$ cat src/rtl/uart_pkg.sv
// uart_pkg: shared UART widths, receiver state encoding and divisor clamp helper.
package uart_pkg;
    localparam int UART_DATA_W = 8;
    localparam int UART_BAUD_W = 16;
    typedef enum logic [2:0] {IDLE, START, DATA, PARITY, STOP} rx_state_e;
    function automatic logic [UART_BAUD_W-1:0] clamp_div(input logic [UART_BAUD_W-1:0] b, input logic [UART_BAUD_W-1:0] m);
        return (b < m) ? m : b;
    endfunction
endpackage

$ cat src/rtl/uart_sync2.sv
// uart_sync2: two-flop synchronizer for asynchronous pin inputs, reset to RST_VAL.
module uart_sync2 #(
    parameter logic RST_VAL = 1'b1
) (
    input  logic clk_i,
    input  logic rst_i,
    input  logic d,
    output logic q
);
    logic meta;
    always_ff @(posedge clk_i or negedge rst_i) begin
        if (!rst_i) {q, meta} <= {2{RST_VAL}};
        else        {q, meta} <= {meta, d};
    end
endmodule

$ cat src/rtl/uart_rx.sv
// uart_rx: 8N1/8E1/8N2/8E2 UART receiver with centre sampling.
// Define UART_RX_ERR_EN to deliver errored bytes flagged on parity_err_o/frame_err_o instead of dropping them.
module uart_rx
    import uart_pkg::*;
#(
    parameter int unsigned MIN_DIV = 4
) (
    input  logic                   clk_i,
    input  logic                   rst_i,
    input  logic                   rx_i,
    input  logic [UART_BAUD_W-1:0] baudrate_i,
    input  logic                   parity_en_i,
    input  logic                   stopbit_i,
    output logic                   busy_o,
    output logic [UART_DATA_W-1:0] rx_data_o,
`ifdef UART_RX_ERR_EN
    output logic                   parity_err_o,
    output logic                   frame_err_o,
`endif
    output logic                   rx_valid_o
);
    localparam logic [UART_BAUD_W-1:0] MIN_D = UART_BAUD_W'(MIN_DIV);
    rx_state_e state_q, state_d;
    logic [UART_BAUD_W-1:0] cnt_q, cnt_d, div_q, div_d;
    logic [2:0] bit_q, bit_d;
    logic [UART_DATA_W-1:0] shift_q, shift_d, data_d;
    logic par_q, par_d, two_q, two_d, second_q, second_d;
    logic perr_q, perr_d, ferr_q, ferr_d, valid_d;
    logic rx_s, rx_d, fall, tick, stop_bad;
`ifdef UART_RX_ERR_EN
    logic pe_d, fe_d;
`endif
    uart_sync2 u_sync (.clk_i(clk_i), .rst_i(rst_i), .d(rx_i), .q(rx_s));
    assign fall     = rx_d & ~rx_s;
    assign tick     = cnt_q == '0;
    assign stop_bad = ferr_q | ~rx_s;
    assign busy_o   = (state_q != IDLE) | fall;
    always_ff @(posedge clk_i or negedge rst_i) begin
        if (!rst_i) begin
            state_q    <= IDLE;
            rx_d       <= 1'b1;
            cnt_q      <= '0;
            div_q      <= '0;
            bit_q      <= '0;
            shift_q    <= '0;
            par_q      <= 1'b0;
            two_q      <= 1'b0;
            second_q   <= 1'b0;
            perr_q     <= 1'b0;
            ferr_q     <= 1'b0;
            rx_data_o  <= '0;
            rx_valid_o <= 1'b0;
`ifdef UART_RX_ERR_EN
            parity_err_o <= 1'b0;
            frame_err_o  <= 1'b0;
`endif
        end else begin
            state_q    <= state_d;
            rx_d       <= rx_s;
            cnt_q      <= cnt_d;
            div_q      <= div_d;
            bit_q      <= bit_d;
            shift_q    <= shift_d;
            par_q      <= par_d;
            two_q      <= two_d;
            second_q   <= second_d;
            perr_q     <= perr_d;
            ferr_q     <= ferr_d;
            rx_data_o  <= data_d;
            rx_valid_o <= valid_d;
`ifdef UART_RX_ERR_EN
            parity_err_o <= pe_d;
            frame_err_o  <= fe_d;
`endif
        end
    end
    // cnt reloads to a full bit period on every sample tick; IDLE overrides it.
    always_comb begin
        state_d  = state_q;
        cnt_d    = tick ? div_q - 1'b1 : cnt_q - 1'b1;
        div_d    = div_q;
        bit_d    = bit_q;
        shift_d  = shift_q;
        par_d    = par_q;
        two_d    = two_q;
        second_d = second_q;
        perr_d   = perr_q;
        ferr_d   = ferr_q;
        data_d   = rx_data_o;
        valid_d  = 1'b0;
`ifdef UART_RX_ERR_EN
        pe_d     = 1'b0;
        fe_d     = 1'b0;
`endif
        case (state_q)
            IDLE: begin
                cnt_d = '0;
                if (fall) begin
                    div_d    = clamp_div(baudrate_i, MIN_D);
                    cnt_d    = div_d >> 1;
                    par_d    = parity_en_i;
                    two_d    = stopbit_i;
                    second_d = 1'b0;
                    perr_d   = 1'b0;
                    ferr_d   = 1'b0;
                    state_d  = START;
                end
            end
            START: begin
                if (tick) begin
                    bit_d   = '0;
                    state_d = rx_s ? IDLE : DATA;
                end
            end
            DATA: begin
                if (tick) begin
                    shift_d = {rx_s, shift_q[UART_DATA_W-1:1]};
                    bit_d   = bit_q + 3'd1;
                    state_d = (bit_q != 3'd7) ? DATA : par_q ? PARITY : STOP;
                end
            end
            PARITY: begin
                if (tick) begin
                    perr_d  = ^{shift_q, rx_s};
                    state_d = STOP;
                end
            end
            STOP: begin
                if (tick) begin
                    ferr_d   = stop_bad;
                    second_d = 1'b1;
                    if (!two_q || second_q) begin
                        state_d = IDLE;
`ifdef UART_RX_ERR_EN
                        data_d  = shift_q;
                        valid_d = 1'b1;
                        pe_d    = perr_q;
                        fe_d    = stop_bad;
`else
                        if (!(perr_q | stop_bad)) begin
                            data_d  = shift_q;
                            valid_d = 1'b1;
                        end
`endif
                    end
                end
            end
            default: state_d = IDLE;
        endcase
    end
endmodule
$ cat config.mk
export PLATFORM = sky130hd
export DESIGN_NAME = uart_rx
export DESIGN_NICKNAME = d
export VERILOG_FILES = /design/src/rtl/uart_pkg.sv /design/src/rtl/uart_sync2.sv /design/src/rtl/uart_rx.sv
export SDC_FILE = /design/constraint.sdc
export NUM_CORES = 1
export LEC_CHECK = 0
export ABC_AREA = 1
export CORE_ASPECT_RATIO = 1.5
export CORE_MARGIN = 2
export CORE_UTILIZATION = 53
export CTS_BUF_LIST = sky130_fd_sc_hd__clkbuf_4
export DETAILED_ROUTE_END_ITERATION = 16
export HOLD_SLACK_MARGIN = 0.06
export PLACE_DENSITY_LB_ADDON = 0.2
export SLEW_MARGIN = 10
export SYNTH_ARGS = -nofsm -noshare
export SYNTH_HDL_FRONTEND = slang
export SYNTH_SLANG_ARGS = --single-unit
$ cat constraint.sdc
create_clock -name clk_i -period 2 [get_ports clk_i]
set_clock_uncertainty 0.2 [all_clocks]
set_input_delay 0.5 -clock clk_i [delete_from_list [all_inputs] [get_ports clk_i]]
set_output_delay 0.5 -clock clk_i [all_outputs]
set_load 0.005 [all_outputs]
# == After elaboration in Yosys (flattened, before gate mapping) ==
# Index checks and enable logic that the tools add are counted.
# classes
add_sub_neg,3
order_cmp,1
eq_ne,11
mux,28
bitwise,6
n_reduce_logical,16
# op_table
operator,count
two-way mux 16 bit,3
subtractor 16 x 1 -> 16 bit (second input constant),2
two-way mux 3 bit,10
logical NOT 16 bit,1
less-than comparator 16 x 3 -> 1 bit (second input constant),1
two-way mux 15 bit,1
one-hot mux 3 bit (5 select lines),1
inequality test 2 bit (second input constant),6
AND reduction 3 bit,3
parity 9 bit,1
two-way mux 1 bit,8
equality test 3 x 2 -> 1 bit (second input constant),2
one-hot mux 1 bit (2 select lines),3
one-hot mux 3 bit (2 select lines),1
AND reduction 6 bit,1
nonzero test 2 bit,3
AND reduction 2 bit,2
AND reduction 4 bit,1
adder 3 x 1 -> 3 bit (second input constant),1
equality test 3 x 1 -> 1 bit (second input constant),1
equality test 3 bit (second input constant),1
logical NOT 3 bit,1
inequality test 3 bit (second input constant),1
bitwise OR 1 bit,3
other kinds (6),7
# totals
regBits,63
wordCells,80

# == Depth between registers and ports, before layout ==
# depth
word_depth,7
depth_mapped,13
ltp_nobuf,13

# == Cells and area by module ==
# Synthesis repeated with hierarchy kept, for this count alone.
# unflattened
cells_unflattened,404
hier_area_um2,3164.3
# by_module_without_submodules
mod,instances,cells_each,area_each_um2,seq_area_each_um2
uart_rx,1,402,3111.7,1527.7
uart_sync2,1,2,52.6,52.6

# == Worst setup path after synthesis ==
# No wires, ideal clock.
# synth_timing
kind,reg2reg
from,register cnt_q[3]
to,register cnt_q[12]
setup_ns,0.118
arrival_time_ns,1.697
required_time_ns,1.682
path_slack_ns,-0.014
path_stages_with_launch,13
period_less_slack_ns,2.014
cell_sequence,dfrtp_1 > nor2_1 > nand2_1 > nor2_4 > buf_6 > nand3_4 > nand2_4 > ha_1 > nand3_2 > nor2_2 > nand3_1 > nand3_1 > nand2_1
# synth_via
elab_chain_len,3
# synth_rtl
element,line_no,rtl
from (decl),uart_rx.sv:24,"logic [UART_BAUD_W-1:0] cnt_q, cnt_d, div_q, div_d;"
from (signal assigned),uart_rx.sv:60,cnt_q <= cnt_d;
subtractor 16 x 1 -> 16 bit / logical NOT 16 bit (equally long branches),"uart_rx.sv:80, uart_rx.sv:35",
two-way mux 16 bit *,uart_rx.sv:80,cnt_d = tick ? div_q - 1'b1 : cnt_q - 1'b1;
two-way mux 16 bit *,uart_rx.sv:95,case (state_q)
net cnt_d[12],uart_rx.sv:24,
# Mark *: on every way through the listed nets, which the timed path passes. The rest lies on a longest branch.
# A chain may end at the register's enable or synchronous reset.

# == Worst setup path in the final report ==
# layout_timing
from,register cnt_q[0]
to,register cnt_q[11]
# The elaborated chain is that of the path after synthesis.

==> qor.yml <==
status: "finished, violations left"
violations: "setup timing"
worstSetupPathType: "reg2reg"
grt_max_degree: 64
dp_hpwl_um: 5576
die_w_um: 67.09
cts-root-buf: "clkbuf_4"
clock_latency_ns: 0.42
power_frac_comb_pct: 51.9
pin_count: 31
switchingPower_uw: 2489
nNetsFinal: 511
worstPathMaxFanout: 8
clockBufferDepth: 2
min_to: "u_sync.q"
fin_crit_sh_pct: 105.9
die_height_um: 98.64
setup_viol: 16
drive_above_1_share_pct: 26.63
endpoint_kind: "flip-flop"
total_power_uw: 5760
worst_slew_pin_slew_ns: 0.4196
synth_ff_type: "dfrtp_1"
rr_endpoint: "cnt_q[11]"
numPortBuffers: 30
ys_async_sr_fraction_pct: 100.0
met2_usage_pct: 46.76
post-route-util_pct: 74.74
ys_types: 30
numCtsBuffers: 9
first_pass_iters: 7
synth_edf_count: 0
synth_commonest_cells: "nand2_1, dfrtp_1, inv_1"
wl_per_cell_um: 15.32
cts_tree: "yes"
wl_um: 8641
fmax_mhz: 472.0
finalMaxSlewViolations: 0
grt_pass1_vias: 2911
clkPwrFrac_pct: 15.6
seq_area_frac_synth_pct: 49.94
seqPwrFrac_pct: 32.5
hold_violations: 0
netlist_instances: 404
synth_top_family_by_area: "simple AND/OR/NAND/NOR gates"
synthMuxAreaShare_pct: 0
dieArea_um2: 6617
clkTransAtPathRegs_ns: 0.12
reg2regPathDepth: 12
arrival_ns: 2.28
regToRegStartpoint: "cnt_q[0]"
cts_max_level: 3
grt_use_met3_pct: 6.621
grt_pass1_wl_um: 13260
n_antenna_cell: 0
min_from: "u_sync.meta"
yosys.area_share.simple_pct: 31.24
setup_ws_ns: -0.1188
ant_nets: 0
drc: 0
syn_area_um2: 3164
relSlewSlack_pct: 71.97
synth_compound_area_share_pct: 6.603
cts.sinks: 63
drt-initial-drc-count: 193
via_per_inst: 5.275
core_area_um2: 5786
peakVddDrop_v: 0.0007787
yosysWarnings: 0
cellLeakagePower_uw: 0.002267
synth_top_area_share_pct: 47.45
synth_most_common_cell: "nand2_1"
synthToLayoutAreaGrowth_pct: 36.65
start_util_pct: 54.69
min_period_ns: 2.119
rrSetupSlack_ns: -0.12
ys_seq_elements: 63
synth-xor-area-share_pct: 3.321
vias: 2975
rsz0062_at_grt: "true"
synthAdderAreaFrac_pct: 1.186
hold_depth: 0
synth_top_cell_by_area: "dfrtp_1"
power.density_nw_per_um2: 1332
syn_nets: 428
critPathLaunchType: "flip-flop"
crit_required_ns: 2.16
p_int_uw: 3272
cap_violations: 0
grt.busiest_layer: "met2"
synth_area_leaders: "dfrtp_1, nand2_1, inv_1"
swShare_pct: 43.21
gp_congestion: 0.8861
num_rows: 34
grt_util_all_layers_pct: 26.99
grt.overflow.total: 0
hold_class: "reg2reg"
syn_area_per_cell_um2: 7.832
antenna_found_initial: 0
met1_usage_pct: 28.91
[registers in the layout (all words and copies together), names as in the netlist]
| register | flops |
|---|---|
| cnt_q | 16 |
| div_q | 16 |
| rx_data_o | 8 |
| shift_q | 8 |
| bit_q | 3 |
| state_q | 3 |
| ferr_q | 1 |
| par_q | 1 |
| perr_q | 1 |
| rx_d | 1 |
| rx_valid_o | 1 |
| second_q | 1 |
| two_q | 1 |
| u_sync.meta | 1 |
| u_sync.q | 1 |
[layer usage]
| layer | part of all wire, % | wire [µm] |
|---|---|---|
| met2 | 53 | 4575 |
| met1 | 38 | 3271 |
| met3 | 3.6 | 308 |
| met5 | 0 | 0 |
| met4 | 5.6 | 485 |
[layout make-up]
type | count | area, µm²
Timing Repair Buffer | 80 | 770.7
Clock buffer | 9 | 67.56
Sequential cell | 63 | 1580
Tap cell | 72 | 90.09
Inverter | 52 | 203.9
Clock inverter | 7 | 73.82
Multi-Input combinational cell | 281 | 1538
Fill cell | 430 | 1461
[power by group through the flow]
| stage | clock network, µW | logic [µW] | registers (µW) |
|---|---|---|---|
| floorplan | 0 | 1530 | 1820 |
| global placement | 0 | 2140 | 1870 |
| detailed placement | 0 | 2200 | 1880 |
| CTS | 897 | 2450 | 1860 |
| global route | 969 | 3300 | 1910 |
| finish | 897 | 2990 | 1870 |
[cell families (layout without fill, tap and decap cells)]
family | Yosys count | count (layout)
and+or+nand+nor | 227 | 227
buffers and inverters | 60 | 148
DFF | 63 | 63
AOI/OAI and AO/OA | 39 | 39
xor gates and xnor gates | 12 | 12
adders and majority gates | 3 | 3
[critical path, stage by stage, from the launching register on]
cell and delay (ns):
dfrtp_1 0.41, nor2_2 0.13, nand2_2 0.09, nor2_4 0.16, nand3_1 0.12, nand2_2 0.13, buf_4 0.15, nand3_4 0.10
nor2_4 0.26, nand2_1 0.09, nand2_1 0.08, nand3_2 0.06, nand2_2 0.08
[repair_timing]
action | 4_1_cts | 5_1_grt
hold buffers | 1 | 0
pin swaps | 13 | 29
buffers inserted | 9 | 9
endpoints found under the hold margin | 60 | 0
resized for setup | 31 | 55
endpoints found under the setup margin | 21 | 48
cloned | 0 | 2
[layout by cell type, fill, tap and decap left out, types with 2 or more instances in the layout]
master,instances
nand2_1,125
nand2_2,18
inv_4,2
nor2_2,10
nor4_1,3
buf_4,38
o21ai_0,17
dfrtp_1,60
xnor2_1,5
buf_6,5
nand2_4,3
a21oi_1,3
o22ai_1,2
clkbuf_4,9
nand3_4,3
dfstp_2,3
dlymetal6s2s_1,4
ha_1,2
o21ai_1,10
nand3_2,8
nor2_4,8
buf_2,2
clkinv_4,3
clkdlybuf4s50_1,19
nor2_1,20
nand3_1,27
xor2_1,6
clkinv_2,2
inv_1,48
dlygate4sd2_1,5
buf_12,5
clkinvlp_4,2
[metrics by stage]
stage	hold WS, ns	worst slack (ns)	area [µm²]	std cells	setup TNS [ns]
2_1_floorplan	0.004409	0.003007	3169	404	0
3_3_place_gp	0.1466	-0.1512	3769	528	-1.157
3_5_place_dp	0.1484	-0.1828	3769	528	-1.267
4_1_cts	0.1655	-0.05703	4043	553	-0.3765
5_1_grt	0.1724	-0.2181	4324	564	-2.940
6_report	0.1655	-0.1188	4324	564	-1.008
[worst max-delay path by stage]
stage | from | endpoint | slack, ns | cells after the start
after floorplan | cnt_q[3] | cnt_q[14] | 0.003 | 12
after global placement | baudrate_i[14] | cnt_q[1] | -0.15 | 7
after detailed placement | cnt_q[1] | cnt_q[11] | -0.18 | 12
after CTS | cnt_q[1] | cnt_q[11] | -0.06 | 12
after global routing | cnt_q[0] | cnt_q[11] | -0.22 | 11
final | cnt_q[0] | cnt_q[11] | -0.12 | 12
No activity file was read; power rests on OpenSTA's default activity.
